**src/rtl/vedic_pkg.sv**
```systemverilog
`default_nettype none
// ============================================================================
// vedic_pkg : shared types and constants for the vedic multiply-accumulate
// Rev 1.0
// ============================================================================
package vedic_pkg;

  localparam int VEDIC_IN_W   = 8;
  localparam int VEDIC_PROD_W = 16;

  typedef enum logic [1:0] {
    ACC  = 2'd0,
    WAIT = 2'd1,
    HOLD = 2'd2
  } state_t;

  // Never returns 0 so a 1-bit counter still exists for the smallest frame.
  function automatic int cnt_width(input int n_terms);
    return (n_terms <= 2) ? 1 : $clog2(n_terms);
  endfunction

endpackage
`default_nettype wire

```
**src/rtl/vedic_mac_accum_if.sv**
```systemverilog
`default_nettype none
// ============================================================================
// vedic_mac_accum_if : operand-in and result-out valid/ready bundle
// Rev 1.0
// ============================================================================
interface vedic_mac_accum_if #(
  parameter int ACC_W = 24
);
  import vedic_pkg::*;

  logic [VEDIC_IN_W-1:0] a;
  logic [VEDIC_IN_W-1:0] b;
  logic                  in_valid;
  logic                  in_ready;
  logic [ACC_W-1:0]      sum;
  logic                  sum_valid;
  logic                  sum_ready;
  logic                  ovf;

  modport master (
    output a, b, in_valid, sum_ready,
    input  in_ready, sum, sum_valid, ovf
  );

  modport slave (
    input  a, b, in_valid, sum_ready,
    output in_ready, sum, sum_valid, ovf
  );

endinterface
`default_nettype wire

```
**src/rtl/vedic_8X8.sv**
```systemverilog
`default_nettype none
// ============================================================================
// vedic_8X8 : combinational 8x8 unsigned Urdhva-Tiryagbhyam multiplier
// Rev 1.0
// ============================================================================
module vedic_8X8 (
  input  wire logic [7:0]  a,
  input  wire logic [7:0]  b,
  output logic      [15:0] c
);

  function automatic logic [3:0] vm2(input logic [1:0] x, input logic [1:0] y);
    logic p0, p1, p2, cx;
    p0 = x[0] & y[0];
    p1 = (x[1] & y[0]) ^ (x[0] & y[1]);
    cx = (x[1] & y[0]) & (x[0] & y[1]);
    p2 = (x[1] & y[1]) ^ cx;
    return {(x[1] & y[1]) & cx, p2, p1, p0};
  endfunction

  // Four vertical/crosswise partials, recombined at their binary weights.
  function automatic logic [7:0] vm4(input logic [3:0] x, input logic [3:0] y);
    logic [3:0] q0, q1, q2, q3;
    q0 = vm2(x[1:0], y[1:0]);
    q1 = vm2(x[3:2], y[1:0]);
    q2 = vm2(x[1:0], y[3:2]);
    q3 = vm2(x[3:2], y[3:2]);
    return {4'b0, q0} + {2'b0, q1, 2'b0} + {2'b0, q2, 2'b0} + {q3, 4'b0};
  endfunction

  logic [7:0] w_q0, w_q1, w_q2, w_q3;

  assign w_q0 = vm4(a[3:0], b[3:0]);
  assign w_q1 = vm4(a[7:4], b[3:0]);
  assign w_q2 = vm4(a[3:0], b[7:4]);
  assign w_q3 = vm4(a[7:4], b[7:4]);

  assign c = {8'b0, w_q0} + {4'b0, w_q1, 4'b0} + {4'b0, w_q2, 4'b0} + {w_q3, 8'b0};

endmodule
`default_nettype wire

```
**src/rtl/vedic_mac_accum.sv**
```systemverilog
`default_nettype none
// ============================================================================
// vedic_mac_accum : sums N_TERMS vedic products per frame, result handshaked
// Rev 1.0
// ============================================================================
module vedic_mac_accum
  import vedic_pkg::*;
#(
  parameter int N_TERMS = 4,
  parameter int ACC_W   = 24
) (
  input  wire logic       clk,
  input  wire logic       rst,
  vedic_mac_accum_if.slave bus
);

  localparam int                c_cnt_w    = cnt_width(N_TERMS);
  localparam logic [c_cnt_w-1:0] c_last_cnt = c_cnt_w'(N_TERMS - 1);

  state_t                  r_state;
  logic [c_cnt_w-1:0]      r_cnt;
  logic [VEDIC_PROD_W-1:0] r_p;
  logic                    r_p_vld;
  logic                    r_p_last;
  logic [ACC_W-1:0]        r_acc;
  logic                    r_ovf_int;
  logic [ACC_W-1:0]        r_sum;
  logic                    r_ovf;
  logic                    r_sum_valid;

  logic [VEDIC_PROD_W-1:0] w_prod;
  logic                    w_in_ready;
  logic                    w_accept;
  logic                    w_last_term;
  logic [ACC_W:0]          w_total;

  vedic_8X8 u_mult (
    .a (bus.a),
    .b (bus.b),
    .c (w_prod)
  );

  // in_ready is forced low while reset is asserted, not just after the edge.
  assign w_in_ready  = (r_state == ACC) && !rst;
  assign w_accept    = bus.in_valid && w_in_ready;
  assign w_last_term = (r_cnt == c_last_cnt);
  assign w_total     = {1'b0, r_acc} + {{(ACC_W + 1 - VEDIC_PROD_W){1'b0}}, r_p};

  always_ff @(posedge clk) begin
    if (rst) begin
      r_state     <= ACC;
      r_cnt       <= '0;
      r_p         <= '0;
      r_p_vld     <= 1'b0;
      r_p_last    <= 1'b0;
      r_acc       <= '0;
      r_ovf_int   <= 1'b0;
      r_sum       <= '0;
      r_ovf       <= 1'b0;
      r_sum_valid <= 1'b0;
    end else begin
      r_p_vld <= w_accept;
      if (w_accept) begin
        r_p      <= w_prod;
        r_p_last <= w_last_term;
        r_cnt    <= w_last_term ? '0 : r_cnt + 1'b1;
      end

      // The carry out of w_total is the per-term overflow; it is made sticky.
      if (r_p_vld) begin
        if (r_p_last) begin
          r_sum       <= w_total[ACC_W-1:0];
          r_ovf       <= r_ovf_int | w_total[ACC_W];
          r_sum_valid <= 1'b1;
          r_acc       <= '0;
          r_ovf_int   <= 1'b0;
        end else begin
          r_acc     <= w_total[ACC_W-1:0];
          r_ovf_int <= r_ovf_int | w_total[ACC_W];
        end
      end

      case (r_state)
        ACC: begin
          if (w_accept && w_last_term) r_state <= WAIT;
        end
        WAIT: begin
          r_state <= HOLD;
        end
        HOLD: begin
          if (r_sum_valid && bus.sum_ready) begin
            r_sum_valid <= 1'b0;
            r_state     <= ACC;
          end
        end
        default: r_state <= ACC;
      endcase
    end
  end

  assign bus.in_ready  = w_in_ready;
  assign bus.sum       = r_sum;
  assign bus.ovf       = r_ovf;
  assign bus.sum_valid = r_sum_valid;

endmodule
`default_nettype wire

```
**src/flat_wrapper.sv**
```systemverilog
// flat-port wrapper written by rule: the top's interface ports become plain ports
module vedic_mac_accum_flat import vedic_pkg::*;
#(
  parameter int N_TERMS = 4,
  parameter int ACC_W   = 24
)
  (clk, rst, bus_a, bus_b, bus_in_valid, bus_sum_ready, bus_in_ready, bus_sum, bus_sum_valid, bus_ovf);
  vedic_mac_accum_if #(.ACC_W(ACC_W)) bus_i ();
  input  wire logic clk;
  input  wire logic rst;
  input wire logic [$bits(bus_i.a)-1:0] bus_a;
  input wire logic [$bits(bus_i.b)-1:0] bus_b;
  input wire logic [$bits(bus_i.in_valid)-1:0] bus_in_valid;
  input wire logic [$bits(bus_i.sum_ready)-1:0] bus_sum_ready;
  output wire logic [$bits(bus_i.in_ready)-1:0] bus_in_ready;
  output wire logic [$bits(bus_i.sum)-1:0] bus_sum;
  output wire logic [$bits(bus_i.sum_valid)-1:0] bus_sum_valid;
  output wire logic [$bits(bus_i.ovf)-1:0] bus_ovf;
  assign bus_i.a = bus_a;
  assign bus_i.b = bus_b;
  assign bus_i.in_valid = bus_in_valid;
  assign bus_i.sum_ready = bus_sum_ready;
  assign bus_in_ready = bus_i.in_ready;
  assign bus_sum = bus_i.sum;
  assign bus_sum_valid = bus_i.sum_valid;
  assign bus_ovf = bus_i.ovf;
  vedic_mac_accum #(.N_TERMS(N_TERMS), .ACC_W(ACC_W)) u_core (.clk(clk), .rst(rst), .bus(bus_i));
endmodule
```
**config.mk**
```make
export PLATFORM = sky130hd
export DESIGN_NAME = vedic_mac_accum_flat
export DESIGN_NICKNAME = d
export VERILOG_FILES = /design/src/rtl/vedic_pkg.sv /design/src/rtl/vedic_mac_accum_if.sv /design/src/rtl/vedic_8X8.sv /design/src/rtl/vedic_mac_accum.sv /design/src/flat_wrapper.sv
export SDC_FILE = /design/constraint.sdc
export NUM_CORES = 1
export LEC_CHECK = 0
export ABC_AREA = 1
export CAP_MARGIN = 20
export CELL_PAD_IN_SITES_DETAIL_PLACEMENT = 1
export CELL_PAD_IN_SITES_GLOBAL_PLACEMENT = 2
export CORE_MARGIN = 4
export CORE_UTILIZATION = 31
export CTS_CLUSTER_DIAMETER = 60
export DETAILED_ROUTE_END_ITERATION = 8
export PLACE_DENSITY = 0.81
export REMOVE_ABC_BUFFERS = 1
export SLEW_MARGIN = 20
export SYNTH_ARGS = -nofsm -noshare
export SYNTH_HDL_FRONTEND = slang
export SYNTH_SLANG_ARGS = --single-unit
export TNS_END_PERCENT = 5
```
**constraint.sdc**
```tcl
create_clock -name clk -period 8.55 [get_ports clk]
set_clock_uncertainty 0.2 [all_clocks]
set_input_delay 0.855 -clock clk [delete_from_list [all_inputs] [get_ports clk]]
set_output_delay 0.855 -clock clk [all_outputs]
set_load 0.01 [all_outputs]
```
Word-level counts from Yosys, hierarchy flattened
Cells that the tools add are included.
{ "word_totals": {"register_bits": 73, "inputBits": 20, "out_inout_bits": 27, "wordCells": 179} }
{ "op_classes": {"add_sub_neg": 17, "n_eq_ne": 5, "n_mux": 10, "bitwise": 129, "reduce_logical": 8} }
{ "ops": {"columns": ["op", "count"], "rows": [
  ["AND 1 bit", 96],
  ["adder 7 x 6 -> 8 bit", 4],
  ["adder 8 bit", 4],
  ["bitwise XOR 1 bit", 32],
  ["adder 4 x 6 -> 7 bit", 4],
  ["adder 24 x 16 -> 25 bit", 1],
  ["two-way mux 24 bit", 1],
  ["adder 14 x 16 -> 16 bit", 1],
  ["adder 13 x 12 -> 14 bit", 1],
  ["adder 8 x 12 -> 13 bit", 1],
  ["two-way mux 2 bit", 3],
  ["case mux 2 bit (3 select lines)", 1],
  ["two-way mux 1 bit", 5],
  ["== test 2 bit, second input constant", 2],
  ["logical AND 1 bit", 4],
  ["AND reduction 2 bit", 2],
  ["adder 2 x 1 -> 2 bit, second input constant", 1],
  ["== test 2 x 1 -> 1 bit, second input constant", 1],
  ["zero test 2 bit", 1],
  ["!= test 2 x 1 -> 1 bit, second input constant", 1],
  ["!= test 2 bit, second input constant", 1],
  ["zero test 1 bit", 1],
  ["OR 1 bit", 1]
]} }

Logic depth before layout (Yosys ltp)
{ "logic_depth": {"word_depth": 9, "ltp_mapped": 25, "ltp_nobuf": 24} }

By module
Synthesis repeated with hierarchy kept, for this count alone.
{ "unflattened": {"cells_unflattened": 987, "hier_area_um2": 6531.3} }
{ "modules_own_cells": {"columns": ["module", "n_inst", "cells_each", "area_each_um2", "seq_area_each_um2"], "rows": [
  ["vedic_mac_accum", 1, 591, 3946.3, 1461.4],
  ["vedic_8X8", 1, 396, 2585.0, 0.0]
]} }

Worst setup path after synthesis
No wires, ideal clock.
{ "synth_path": {"kind": "input -> register", "start": "input bus_a[1]", "end": "register u_core.r_p[13]", "setup_time_ns": 0.114, "arrival_time_ns": 4.691, "required_time_ns": 8.236, "slack_ns": 3.545, "path_stages": 22, "n_path_buf": 1, "cell_sequence": "clkbuf_1 -> nand2_1 -> inv_1 -> ha_1 -> ha_1 -> inv_1 -> fa_1 -> inv_1 -> ha_1 -> fa_1 -> xnor2_1 -> fa_1 -> inv_1 -> ha_1 -> fa_1 -> nand2_1 -> nand2_1 -> o21ai_1 -> o21ai_0 -> xor2_1 -> o21bai_1 -> inv_1"} }
{ "synth_between": {"elab_chain_cells": 9, "word_cells_on_any_way": 33, "cone_classes": "add/sub: 9; bitwise: 24"} }
{ "synth_rtl": {"columns": ["item", "line_no", "text"], "rows": [
  ["start: declaration", "flat_wrapper.sv:11", "input wire logic [$bits(bus_i.a)-1:0] bus_a;"],
  ["AND 1 bit", "vedic_8X8.sv:15, vedic_8X8.sv:16", null],
  ["AND 1 bit", "vedic_8X8.sv:16", "cx = (x[1] & y[0]) & (x[0] & y[1]);"],
  ["bitwise XOR 1 bit or AND 1 bit (tied branches)", "vedic_8X8.sv:17, vedic_8X8.sv:18", null],
  ["adder 4 x 6 -> 7 bit", "vedic_8X8.sv:28", "return {4'b0, q0} + {2'b0, q1, 2'b0} + {2'b0, q2, 2'b0} + {q3, 4'b0};"],
  ["adder 7 x 6 -> 8 bit", "vedic_8X8.sv:28", null],
  ["adder 8 bit", "vedic_8X8.sv:28", null],
  ["adder 8 x 12 -> 13 bit", "vedic_8X8.sv:38", "assign c = {8'b0, w_q0} + {4'b0, w_q1, 4'b0} + {4'b0, w_q2, 4'b0} + {w_q3, 8'b0};"],
  ["adder 13 x 12 -> 14 bit *", "vedic_8X8.sv:38", null],
  ["adder 14 x 16 -> 16 bit *", "vedic_8X8.sv:38", null],
  ["end signal: assignment", "vedic_mac_accum.sv:64", "r_p <= w_prod;"],
  ["end: declaration", "vedic_mac_accum.sv:22", "logic [VEDIC_PROD_W-1:0] r_p;"]
]} }
Every way passes the cells marked *; elsewhere a longest branch is shown, timed or not.
A chain may end at the register's enable or synchronous reset.

Worst setup path after layout
{ "layout_path": {"start": "input bus_b[0]", "end": "register u_core.r_p[15]"} }
{ "layout_between": {"elab_chain_cells": 9, "word_cells_on_any_way": 33, "cone_classes": "add/sub: 9; bitwise: 24"} }
{ "layout_rtl": {"columns": ["item", "line_no", "text"], "rows": [
  ["start: declaration", "flat_wrapper.sv:12", "input wire logic [$bits(bus_i.b)-1:0] bus_b;"],
  ["AND 1 bit", "vedic_8X8.sv:15, vedic_8X8.sv:16", null],
  ["AND 1 bit", "vedic_8X8.sv:16", null],
  ["bitwise XOR 1 bit or AND 1 bit (tied branches)", "vedic_8X8.sv:17, vedic_8X8.sv:18", null],
  ["adder 4 x 6 -> 7 bit", "vedic_8X8.sv:28", null],
  ["adder 7 x 6 -> 8 bit", "vedic_8X8.sv:28", null],
  ["adder 8 bit", "vedic_8X8.sv:28", null],
  ["adder 8 x 12 -> 13 bit *", "vedic_8X8.sv:38", null],
  ["adder 13 x 12 -> 14 bit *", "vedic_8X8.sv:38", null],
  ["adder 14 x 16 -> 16 bit *", "vedic_8X8.sv:38", null]
]} }
Marks and branches as above.

==> results.md <==
- The flow ran to the end, and the final reports show no timing, DRC or antenna violations.
- The share of the cycle needed by the critical path after routing is 0.644.
- The worst setup path is captured at a flip-flop.
- Summing all multi-input logic gate instances after layout gives 4140 sq um.
- The most frequent cell after synthesis is nand2_1.
- Routability-driven placement finished with a final weighted congestion of 0.810.
- Counting distinct cell types in the post-synthesis netlist gives 38.
- The critical-path cell with the highest stage delay is clkdlybuf4s50_1.
- Power spread over the standard cell area amounts to 160 nW/um^2.
- The detailed router finished its first iteration with 195 violations.
- The first global-routing pass estimated 29.5 mm of wire.
- The number of vias after detailed routing is 5782.
- STA classifies the critical path startpoint as an input port.
- The clock insertion delay at the later pin of the skew report is 340 ps.
- The number of iterations in the first detailed-routing pass is 4.
- The class of the tightest hold or removal check is reg2reg.
- Of the cells placed in the final design, the portion with a size suffix greater than 1 is 0.0465.
- Sorting the synthesized cells by how often they occur yields nand2_1 (305), inv_1 (202), dfxtp_1 (73), ha_1 (73), nand3_1 (67).
- The max-slew violation count was 0.
- In this run, synthesis produced a sequential element count of 73.
- The number of global-route vias before repair is 6028.
- For the final routed database, the setup TNS stands at 0 ps.
- The number of nets in the layout is 1129.
- The final worst setup slack is 3050 ps.
- The final number of setup-violating endpoints is 0.
- The pin count of the biggest net entering global routing is 41.
- In this run the standard cell core region covers 20400 sq um.
- The repair_antennas step left the layout with diodes totalling 0.
- The required time reported for the critical path endpoint is 8590 ps.
- The share of the core filled with cells in the final layout is 0.367.
- The clock sink count is 73.
- In this run the count of I/O pins placed on the die edge is 47.
- At the placement stage, the worst setup path has a slack of 2630 ps.
- The initial antenna violation count was 0.
- Of the synthesized area, sequential elements account for 0.225.
- Setup repair after global routing left no endpoint under its margin.
- The layout filler cell count is 2646.
- The post-route worst hold slack is 250 ps.
- In the routed design, unresolved DRC markers number 0.
- Measured against its own limit, the worst slew margin works out to 0.368.
- The area after detailed placement is 7190 sq um.
- The floorplan step set the die height to 153 um.
- The placement row count is 52.
- The die covers 23300 sq um.
- After detailed routing, the average wire length per cell comes to 13.6 um.
- The gate count of the mapped netlist is 978.
- Once detailed placement completed, the half-perimeter wirelength came to 14.0 mm.
- The smallest clock period supported by the final layout is computed as 5500 ps.
- The count of yosys warnings during synthesis is 0.
- Across every metal layer, demand over resource in global routing totals 0.151.
- The worst path arrival time is 5550 ps.
- The final number of hold-violating endpoints came to 0.
- After detailed routing, the number of vias per cell comes to 4.51.
- The H-tree generated during clock tree synthesis spans 3 levels.
- The total of hold buffers inserted after clock tree synthesis is 0.
- The leakage power is 4.12 nW.
- The count of nets left with antenna violations once routing finished came out at 0.
- Across the whole layout, storage elements account for 1460 sq um.
- The initial core utilization is 0.318.
- Sorting the synthesized cells by area gives the leading types as dfxtp_1 (22%), nand2_1 (18%), ha_1 (14%).
- The worst voltage drop across the vdd grid is 0.000114 V.
- The top fanout value on the critical path is 8.
- The number of buffers created by CTS is 9.
- The peak per-stage delay on the critical path is 700 ps.
- For this block, the routed nets add up to 17.4 mm of wire.
- For this run, the top clock speed supported by timing is 182 MHz.
- Yosys mapped a number of flops with a built-in enable equal to 0.
- The share of flip-flops with an asynchronous set or reset is 0.
- The maximum clock insertion buffer count is 2.
- At the pin with the least slew margin, the transition time is 946 ps.
- The residual overflow from global routing is 0.
- Of the post-synthesis cell area, the dominant cell type holds 0.225.
- TritonCTS built the clock tree.
- The count of input and output buffers is 46.
- The horizontal extent of the die is 153 um.
- The average instance in the mapped netlist occupies 6.64 sq um.
- The synthesized cell area is 6500 sq um.
- The post-CTS clock slew at the launch and capture registers of the worst setup and hold paths is 70 ps.
- The number of buffers added for setup after CTS is 0.
- The root buffer cell is clkbuf_16.
- The number of maximum-capacitance violations is 0.
- The setup path with the least slack is of type in2reg.
- The biggest area contributor in the post-synthesis netlist is dfxtp_1.
- The most used flip-flop cell after synthesis is dfxtp_1.
- Gates resized during post-CTS repair numbered 0.
- The growth of design area from synthesis to finish is 15.5%.
- Summing all non-filler instances in the final layout gives an area of 7500 sq um.
- The dominant cell type by count on the critical path is nand2_1.
==> metrics by stage <==
step | power [mW] | cells
final | 1.20 | 1281
after global routing | 1.31 | 1281
after CTS | 1.23 | 1281
after detailed placement | 0.820 | 1265
after global placement | 0.809 | 1265
after floorplan | 0.700 | 946
==> layer usage <==
| layer | vias to the layer above | GRT usage | wire length, um |
|---|---|---|---|
| li1 | 3047 | - | - |
| met1 | 2676 | 0.189 | 8120 |
| met2 | 44 | 0.281 | 8800 |
| met3 | 15 | 0.0190 | 282 |
| met4 | 0 | 0.0297 | 192 |
| met5 | - | 0 | 0 |
==> worst paths after layout <==
check | to | cells after the start | from | slack (ps)
max | u_core.r_p[15] | 25 | bus_b[0] | 3050
min | u_core.bus.sum[19] | 2 | u_core.bus.sum[19] | 250
max reg2reg | u_core.r_ovf_int | 12 | u_core.r_acc[0] | 6180
min reg2reg | u_core.bus.sum[19] | 2 | u_core.bus.sum[19] | 250
==> placed cells by master, fill, tap and decap left out, drive strengths merged, types with 10 or more instances in the layout <==
master / count
nand2: 312
nor2: 40
inv: 208
clkdlybuf4s50: 45
ha: 73
o21ai: 15
dfxtp: 73
a21oi: 61
fa: 30
xor2: 13
xnor2: 10
clkbuf: 10
nand3: 69
==> registers in the layout, summed over array words and instances, names as in the netlist, 2 cells and up <==
register,flops
u_core.r_acc,24
u_core.r_state,2
u_core.r_p,16
u_core.r_cnt,2
u_core.bus.sum,24
==> cell families (layout without fill, tap and decap cells) <==
| group | count (synthesis) | count (layout) | synth area share |
|---|---|---|---|
| buffers and inverters | 239 | 272 | 0.140 |
| and+or+nand+nor | 446 | 446 | 0.288 |
| adders and majority gates | 103 | 103 | 0.233 |
| DFF | 73 | 73 | 0.225 |
| xor gates and xnor gates | 23 | 23 | 0.0322 |
| AOI/OAI and AO/OA | 94 | 94 | 0.0824 |
==> critical path: cells and delay by family <==
kind / cells / cell delay [ps]
AOI/OAI and AO/OA: 2 / 470
xor gates and xnor gates: 1 / 150
buffers and inverters: 6 / 940
and+or+nand+nor: 9 / 770
adders and majority gates: 7 / 2320
==> power breakdown <==
part / internal, mW / switching, mW / leakage (nW)
sequential: 0.356 / 0.0108 / 0.592
combinational: 0.171 / 0.268 / 3.38
clock: 0.237 / 0.160 / 0.150
total: 0.764 / 0.439 / 4.12
==> layout make-up <==
class,instances,area share
flip-flops and latches,73,0.195
repair buffers,49,0.0637
multi-input cells,666,0.551
clock buffers,10,0.0318
inverters,207,0.104
clock inverters,6,0.00967
well taps,270,0.0450
(Power assumes the default switching activity.)
